### src/rtl/m_unit_iter_if.sv
// rtl/m_unit_iter_if.sv - PCPI bus between the core and the M-extension unit
interface m_unit_iter_if #(
  parameter int XLEN = 32
) ();
  logic            pcpi_valid;
  logic [31:0]     pcpi_insn;
  logic [XLEN-1:0] pcpi_rs1;
  logic [XLEN-1:0] pcpi_rs2;
  logic            pcpi_wr;
  logic [XLEN-1:0] pcpi_rd;
  logic            pcpi_busy;
  logic            pcpi_ready;

  modport master (
    output pcpi_valid, pcpi_insn, pcpi_rs1, pcpi_rs2,
    input  pcpi_wr, pcpi_rd, pcpi_busy, pcpi_ready
  );

  modport slave (
    input  pcpi_valid, pcpi_insn, pcpi_rs1, pcpi_rs2,
    output pcpi_wr, pcpi_rd, pcpi_busy, pcpi_ready
  );
endinterface

### src/rtl/m_unit_iter.sv
// rtl/m_unit_iter.sv - RISC-V M-extension PCPI unit: single-pass multiplier, radix-2^DIV_BITS divider
module m_unit_iter #(
  parameter int         XLEN     = 32,
  parameter int         DIV_BITS = 1,
  parameter logic [6:0] OPCODE   = 7'b0110011,
  parameter logic [6:0] FUNC7    = 7'b0000001
) (
  input logic          clk,
  input logic          resetn,
  m_unit_iter_if.slave pcpi
);

  localparam int             N       = XLEN / DIV_BITS;
  localparam int             CW      = $clog2(N + 1);
  localparam logic [CW-1:0]  LP_LAST = CW'(N - 1);

  typedef enum logic [2:0] {S_IDLE, S_MUL, S_DIV, S_FIX, S_DONE} state_t;

  state_t              r_state;
  state_t              w_state_n;
  logic [2:0]          r_func3;
  logic                r_sign_a;
  logic                r_sign_b;
  logic [XLEN-1:0]     r_a;
  logic [XLEN-1:0]     r_b;
  logic [XLEN-1:0]     r_rem;
  logic [XLEN-1:0]     r_quo;
  logic [2*XLEN-1:0]   r_prod;
  logic [CW-1:0]       r_cnt;
  logic [XLEN-1:0]     r_rd;

  logic                w_match;
  logic                w_accept;
  logic [2:0]          w_f3;
  logic                w_neg_a;
  logic                w_neg_b;
  logic [XLEN-1:0]     w_abs_a;
  logic [XLEN-1:0]     w_abs_b;
  logic                w_b_zero;
  logic                w_ovf;
  logic                w_fast;
  logic [XLEN-1:0]     w_fast_rd;
  logic [2*XLEN-1:0]   w_ext_a;
  logic [2*XLEN-1:0]   w_ext_b;
  logic [2*XLEN-1:0]   w_prod;
  logic [XLEN-1:0]     w_rem_n;
  logic [XLEN-1:0]     w_quo_n;
  logic [XLEN:0]       w_trial;
  logic [XLEN-1:0]     w_fix_rd;
  logic                w_busy;
  logic                w_ready;
  logic                w_unused_insn;

  // Register-number fields are irrelevant to the unit.
  assign w_unused_insn = ^{pcpi.pcpi_insn[24:15], pcpi.pcpi_insn[11:7]};

  assign w_f3     = pcpi.pcpi_insn[14:12];
  assign w_match  = (pcpi.pcpi_insn[6:0] == OPCODE) && (pcpi.pcpi_insn[31:25] == FUNC7);
  assign w_accept = (r_state == S_IDLE) && pcpi.pcpi_valid && w_match;

  // Sign of rs1 matters for MULH/MULHSU/DIV/REM, sign of rs2 for MULH/DIV/REM.
  assign w_neg_a = pcpi.pcpi_rs1[XLEN-1] &&
                   ((w_f3 == 3'd1) || (w_f3 == 3'd2) || (w_f3 == 3'd4) || (w_f3 == 3'd6));
  assign w_neg_b = pcpi.pcpi_rs2[XLEN-1] &&
                   ((w_f3 == 3'd1) || (w_f3 == 3'd4) || (w_f3 == 3'd6));
  assign w_abs_a = w_neg_a ? ({XLEN{1'b0}} - pcpi.pcpi_rs1) : pcpi.pcpi_rs1;
  assign w_abs_b = w_neg_b ? ({XLEN{1'b0}} - pcpi.pcpi_rs2) : pcpi.pcpi_rs2;

  assign w_b_zero = (pcpi.pcpi_rs2 == {XLEN{1'b0}});
  assign w_ovf    = !w_f3[0] &&
                    (pcpi.pcpi_rs1 == {1'b1, {(XLEN-1){1'b0}}}) &&
                    (pcpi.pcpi_rs2 == {XLEN{1'b1}});
  assign w_fast   = w_f3[2] && (w_b_zero || w_ovf);

  always_comb begin
    w_fast_rd = {XLEN{1'b0}};
    if (w_b_zero) begin
      w_fast_rd = w_f3[1] ? pcpi.pcpi_rs1 : {XLEN{1'b1}};
    end else begin
      w_fast_rd = w_f3[1] ? {XLEN{1'b0}} : pcpi.pcpi_rs1;
    end
  end

  // The recorded sign bits double as the extension bits of the product operands.
  assign w_ext_a = {{XLEN{r_sign_a}}, r_a};
  assign w_ext_b = {{XLEN{r_sign_b}}, r_b};
  assign w_prod  = w_ext_a * w_ext_b;

  always_comb begin
    w_rem_n = r_rem;
    w_quo_n = r_quo;
    w_trial = {(XLEN+1){1'b0}};
    for (int k = 0; k < DIV_BITS; k++) begin
      w_trial = {w_rem_n, w_quo_n[XLEN-1]};
      w_quo_n = {w_quo_n[XLEN-2:0], 1'b0};
      if (w_trial >= {1'b0, r_b}) begin
        w_trial    = w_trial - {1'b0, r_b};
        w_quo_n[0] = 1'b1;
      end
      w_rem_n = w_trial[XLEN-1:0];
    end
  end

  always_comb begin
    w_fix_rd = {XLEN{1'b0}};
    if (!r_func3[2]) begin
      w_fix_rd = (r_func3 == 3'd0) ? r_prod[XLEN-1:0] : r_prod[2*XLEN-1:XLEN];
    end else if (!r_func3[1]) begin
      w_fix_rd = (r_sign_a ^ r_sign_b) ? ({XLEN{1'b0}} - r_quo) : r_quo;
    end else begin
      w_fix_rd = r_sign_a ? ({XLEN{1'b0}} - r_rem) : r_rem;
    end
  end

  always_ff @(posedge clk or negedge resetn) begin
    if (!resetn) begin
      r_state <= S_IDLE;
    end else begin
      r_state <= w_state_n;
    end
  end

  always_comb begin
    w_state_n = r_state;
    w_busy    = 1'b0;
    w_ready   = 1'b0;
    case (r_state)
      S_IDLE: begin
        if (w_accept) begin
          if (w_fast)         w_state_n = S_DONE;
          else if (w_f3[2])   w_state_n = S_DIV;
          else                w_state_n = S_MUL;
        end
      end
      S_MUL: begin
        w_busy    = 1'b1;
        w_state_n = pcpi.pcpi_valid ? S_FIX : S_IDLE;
      end
      S_DIV: begin
        w_busy = 1'b1;
        if (!pcpi.pcpi_valid)       w_state_n = S_IDLE;
        else if (r_cnt == LP_LAST)  w_state_n = S_FIX;
      end
      S_FIX: begin
        w_busy    = 1'b1;
        w_state_n = pcpi.pcpi_valid ? S_DONE : S_IDLE;
      end
      S_DONE: begin
        w_ready   = 1'b1;
        w_state_n = S_IDLE;
      end
      default: w_state_n = S_IDLE;
    endcase
  end

  always_ff @(posedge clk or negedge resetn) begin
    if (!resetn) begin
      r_func3  <= 3'd0;
      r_sign_a <= 1'b0;
      r_sign_b <= 1'b0;
      r_a      <= {XLEN{1'b0}};
      r_b      <= {XLEN{1'b0}};
      r_rem    <= {XLEN{1'b0}};
      r_quo    <= {XLEN{1'b0}};
      r_prod   <= {(2*XLEN){1'b0}};
      r_cnt    <= {CW{1'b0}};
      r_rd     <= {XLEN{1'b0}};
    end else begin
      case (r_state)
        S_IDLE: begin
          if (w_accept) begin
            r_func3  <= w_f3;
            r_sign_a <= w_neg_a;
            r_sign_b <= w_neg_b;
            r_a      <= pcpi.pcpi_rs1;
            r_b      <= w_f3[2] ? w_abs_b : pcpi.pcpi_rs2;
            r_quo    <= w_abs_a;
            r_rem    <= {XLEN{1'b0}};
            r_cnt    <= {CW{1'b0}};
            if (w_fast) r_rd <= w_fast_rd;
          end
        end
        S_MUL: r_prod <= w_prod;
        S_DIV: begin
          if (pcpi.pcpi_valid) begin
            r_rem <= w_rem_n;
            r_quo <= w_quo_n;
            r_cnt <= r_cnt + 1'b1;
          end
        end
        S_FIX: begin
          if (pcpi.pcpi_valid) r_rd <= w_fix_rd;
        end
        S_DONE: r_func3 <= 3'd0;
        default: ;
      endcase
    end
  end

  assign pcpi.pcpi_busy  = w_busy;
  assign pcpi.pcpi_ready = w_ready;
  assign pcpi.pcpi_wr    = w_ready;
  assign pcpi.pcpi_rd    = r_rd;

endmodule

### src/flat_wrapper.sv
// flat-port wrapper written by rule: the top's interface ports become plain ports
module m_unit_iter_flat 
#(
  parameter int         XLEN     = 32,
  parameter int         DIV_BITS = 1,
  parameter logic [6:0] OPCODE   = 7'b0110011,
  parameter logic [6:0] FUNC7    = 7'b0000001
)
  (clk, resetn, pcpi_pcpi_valid, pcpi_pcpi_insn, pcpi_pcpi_rs1, pcpi_pcpi_rs2, pcpi_pcpi_wr, pcpi_pcpi_rd, pcpi_pcpi_busy, pcpi_pcpi_ready);
  m_unit_iter_if #(.XLEN(XLEN)) pcpi_i ();
  input logic clk;
  input logic resetn;
  input wire logic [$bits(pcpi_i.pcpi_valid)-1:0] pcpi_pcpi_valid;
  input wire logic [$bits(pcpi_i.pcpi_insn)-1:0] pcpi_pcpi_insn;
  input wire logic [$bits(pcpi_i.pcpi_rs1)-1:0] pcpi_pcpi_rs1;
  input wire logic [$bits(pcpi_i.pcpi_rs2)-1:0] pcpi_pcpi_rs2;
  output wire logic [$bits(pcpi_i.pcpi_wr)-1:0] pcpi_pcpi_wr;
  output wire logic [$bits(pcpi_i.pcpi_rd)-1:0] pcpi_pcpi_rd;
  output wire logic [$bits(pcpi_i.pcpi_busy)-1:0] pcpi_pcpi_busy;
  output wire logic [$bits(pcpi_i.pcpi_ready)-1:0] pcpi_pcpi_ready;
  assign pcpi_i.pcpi_valid = pcpi_pcpi_valid;
  assign pcpi_i.pcpi_insn = pcpi_pcpi_insn;
  assign pcpi_i.pcpi_rs1 = pcpi_pcpi_rs1;
  assign pcpi_i.pcpi_rs2 = pcpi_pcpi_rs2;
  assign pcpi_pcpi_wr = pcpi_i.pcpi_wr;
  assign pcpi_pcpi_rd = pcpi_i.pcpi_rd;
  assign pcpi_pcpi_busy = pcpi_i.pcpi_busy;
  assign pcpi_pcpi_ready = pcpi_i.pcpi_ready;
  m_unit_iter #(.XLEN(XLEN), .DIV_BITS(DIV_BITS), .OPCODE(OPCODE), .FUNC7(FUNC7)) u_core (.clk(clk), .resetn(resetn), .pcpi(pcpi_i));
endmodule
### config.mk
export PLATFORM = sky130hd
export DESIGN_NAME = m_unit_iter_flat
export DESIGN_NICKNAME = d
export VERILOG_FILES = /design/src/rtl/m_unit_iter_if.sv /design/src/rtl/m_unit_iter.sv /design/src/flat_wrapper.sv
export SDC_FILE = /design/constraint.sdc
export NUM_CORES = 2
export LEC_CHECK = 0
export ABC_AREA = 0
export BUFFER_PORTS_ARGS = -buffer_cell sky130_fd_sc_hd__buf_2
export CAP_MARGIN = 0
export CORE_ASPECT_RATIO = 1.1
export CORE_MARGIN = 3
export CORE_UTILIZATION = 66
export CTS_CLUSTER_SIZE = 8
export DETAILED_ROUTE_END_ITERATION = 10
export GPL_ROUTABILITY_DRIVEN = 1
export PLACE_DENSITY = 0.95
export SYNTH_ARGS = -nofsm -noshare
export SYNTH_HDL_FRONTEND = slang
export SYNTH_SLANG_ARGS = --single-unit
### constraint.sdc
create_clock -name clk -period 9.7 [get_ports clk]
set_input_delay 2.425 -clock clk [delete_from_list [all_inputs] [get_ports clk]]
set_output_delay 2.425 -clock clk [all_outputs]
set_load 0.01 [all_outputs]
==> impl_metrics.env <==
export IMPL_status="completed"
export IMPL_multiInputGateArea_um2=41600
export IMPL_postSynth_asyncResetShare=1.00
export IMPL_fin_util=0.700
export IMPL_synthFlopType="dfrtp_1"
export IMPL_first_iter_violations=4509
export IMPL_fmax_ghz=0.109
export IMPL_synth_xor_area_share=0.0367
export IMPL_post_cts_resized=0
export IMPL_critPathBufInv=6
export IMPL_cts_buffers=35
export IMPL_slew_headroom=0.0390
export IMPL_required_ns=10.07
export IMPL_routed_wl_um=160000
export IMPL_clk_path_buf_depth=3
export IMPL_grt_pass1_wl_um=255000
export IMPL_via_per_inst=6.32
export IMPL_num_fill_cells=5422
export IMPL_die_h_um=303
export IMPL_yosysMostFrequentCell="inv_1"
export IMPL_ys_warn_count=0
export IMPL_crit_path_end_kind="flop"
export IMPL_antenna_found_initial=14
export IMPL_syn_instance_count=5885
export IMPL_slowest_stage="dfrtp_1"
export IMPL_hp_class="reg2reg"
export IMPL_cpLargestDelayFamily="adder cells"
export IMPL_yosys_area_top_type_share=0.425
export IMPL_rows=108
export IMPL_synth_nets=7360
export IMPL_synth_commonest_cells="inv_1, fa_1, nand2_1"
export IMPL_cts_root_buf="clkbuf_16"
export IMPL_ant_nets=0
export IMPL_dieArea_um2=83800
export IMPL_power_density_nw_per_um2=64.6
export IMPL_grt_pass1_vias=48497
export IMPL_cp_slowest_stage_delay_ns=0.84
export IMPL_dp_final_hpwl_um=129000
export IMPL_max_cap_violations=0
export IMPL_start_kind="flop"
export IMPL_yosys_area_top_type="fa_1"
export IMPL_netlist_top_cells_area="fa_1, dfrtp_1, inv_1"
export IMPL_cts_tree="built"
export IMPL_cts_setup_buffers=0
export IMPL_ys_types=79
export IMPL_grtUsageTotal=0.391
export IMPL_holdBufCountCts=0
export IMPL_timing_final_hold_violations=0
export IMPL_initial_core_util=0.669
export IMPL_synth_top_family_by_area="adder cells"
export IMPL_synth_simple_area_share=0.159
export IMPL_port_buffers=118
export IMPL_ios=134
export IMPL_regArea_um2=5960
export IMPL_cp_max_fo=24
export IMPL_nets=7301
export IMPL_core_area_um2=79300
export IMPL_finalSetupTns_ns=0
export IMPL_grt_max_degree=126
export IMPL_htree_levels=2
export IMPL_slew_viol_final=0
export IMPL_min_period_ns=9.20
export IMPL_finalCritPeriodShare=0.948
export IMPL_vias=43538
export IMPL_synth_compound_area_frac=0.0849
export IMPL_rsz0062_at_grt="false"
export IMPL_synth_seq_cells=238
export IMPL_wl_per_cell_um=23.3
export IMPL_worstSkewPairLatency_ns=0.55
export IMPL_synth_area_um2=53000
export IMPL_worstMarginPinSlew_ns=1.44
export IMPL_fin_worst_skew_ns=0.0291
export IMPL_area_growth_pct=4.71
export IMPL_gp_congestion=0.995
export IMPL_synth_adder_area_share=0.484
export IMPL_worstSetupPathType="reg2reg"
export IMPL_grt_overflow_total=0
export IMPL_synth_edf_count=0
export IMPL_synthMuxAreaShare=0.0200
export IMPL_clk_pin_slew_worst_paths_ns=0.05
export IMPL_synth_area_per_cell_um2=9.01
export IMPL_finalSetupViolCount=0
export IMPL_crit_path_frequent_cell="fa_1"
export IMPL_drc_errors=0
export IMPL_cts_sinks=238
export IMPL_yosysSeqAreaShare=0.112
export IMPL_total_power_uw=3590
export IMPL_r2r_slack_ns=0.50
export IMPL_ir_worst_vdd_mv=0.129
export IMPL_die_w_um=276
export IMPL_cp_arrival_ns=9.57
export IMPL_dr_pass1_iters=9
export IMPL_p_leak_uw=0.0273
export IMPL_drive_gt1_frac=0.0609
[power breakdown]
group          total, µW  switching, µW  internal (µW)
Combinational       1140            695            441
Sequential          1330            179           1150
Clock               1120            472            653
Total               3590           1350           2240
[logic make-up (layout without fill, tap and decap cells)]
group           after synthesis  after routing
fa+ha+maj                  1376           1376
flops                       238            238
simple gates               1755           1755
other cells                   0              6
buf+inv                    1455           1403
compound gates              740            740
xor+xnor                    222            222
mux                          99             99
[state kept, by name, summed over array words and instances, names as in the netlist]
signal / count
u_core.r_state: 3
u_core.r_a: 32
u_core.r_sign_b: 1
u_core.r_cnt: 6
u_core.pcpi.pcpi_rd: 32
u_core.r_quo: 32
u_core.r_prod: 64
u_core.r_sign_a: 1
u_core.r_rem: 32
u_core.r_b: 32
u_core.r_func3: 3
[per-layer routing]
metal,GRT usage,vias to the layer above,share of wire
li1,-,17818,-
met1,0.448,21388,0.32
met2,0.636,3145,0.47
met3,0.0966,1173,0.12
met4,0.305,14,0.097
met5,0,-,0.00050
[cells in the final DEF, fill, tap and decap left out, types with 12 or more instances in the layout]
master	synthesis	final
nor2_1	214	212
a31oi_1	35	35
a21oi_1	203	203
and3_1	23	23
a21o_1	36	36
xnor2_1	119	119
o21a_1	18	18
nand4_1	23	23
mux2_2	50	50
fa_1	1126	1126
nand2_1	806	806
nand3_1	32	32
mux2i_1	48	48
clkbuf_16	0	35
dfrtp_1	238	232
or4_1	12	12
o21ai_0	247	247
nor4_1	17	17
nor3_1	40	38
buf_4	5	114
inv_1	1127	1127
o41ai_1	13	13
o21bai_1	13	13
nand2b_1	17	17
o31ai_1	29	29
a211oi_1	15	15
o211ai_1	59	59
and2_1	517	517
xor2_1	103	103
ha_1	250	250
buf_2	9	117
or3_1	16	16
[area by class of cell]
| cell class | instances | share of cell area |
|---|---|---|
| inverter | 1127 | 0.0762 |
| sequential | 238 | 0.107 |
| multi-input combinational | 4192 | 0.749 |
| clock buffer | 41 | 0.0162 |
| antenna | 6 | 0.000270 |
| clock inverter | 3 | 0.000879 |
| timing repair buffer | 232 | 0.0262 |
| tap | 1045 | 0.0235 |
[stage by stage]
step / hold slack (ns) / setup WS, ns / cells / cell area, µm²
finish: 0.485 / 0.505 / 6884 / 55500
floorplan: 0.444 / 1.02 / 5885 / 53000
global route: 0.508 / 0.344 / 6879 / 55500
detailed placement: 0.470 / 0.847 / 6834 / 54600
CTS: 0.480 / 0.826 / 6878 / 55500
global placement: 0.460 / 1.07 / 6834 / 54600
[path summary, 6_finish.rpt]
kind,cells after the start,end,startpoint
min,2,u_core.r_prod[53]$_DFFE_PN0N_,u_core.r_prod[53]$_DFFE_PN0N_
max reg2reg,26,u_core.r_prod[63]$_DFFE_PN0N_,u_core.r_b[9]$_DFFE_PN0P_
max in group asynchronous,2,u_core.r_b[6]$_DFFE_PN0P_,resetn
min reg2reg,2,u_core.r_prod[53]$_DFFE_PN0N_,u_core.r_prod[53]$_DFFE_PN0N_
max,26,u_core.r_prod[63]$_DFFE_PN0N_,u_core.r_b[9]$_DFFE_PN0P_
min in group asynchronous,1,u_core.r_cnt[1]$_DFFE_PN0P_,resetn
[tightest hold or removal path: stages (launching register included)]
cell	delay, ns
dfrtp_1	0.34
nand2_1	0.05
o21ai_0	0.06
No activity file was read; power rests on OpenSTA's default activity.
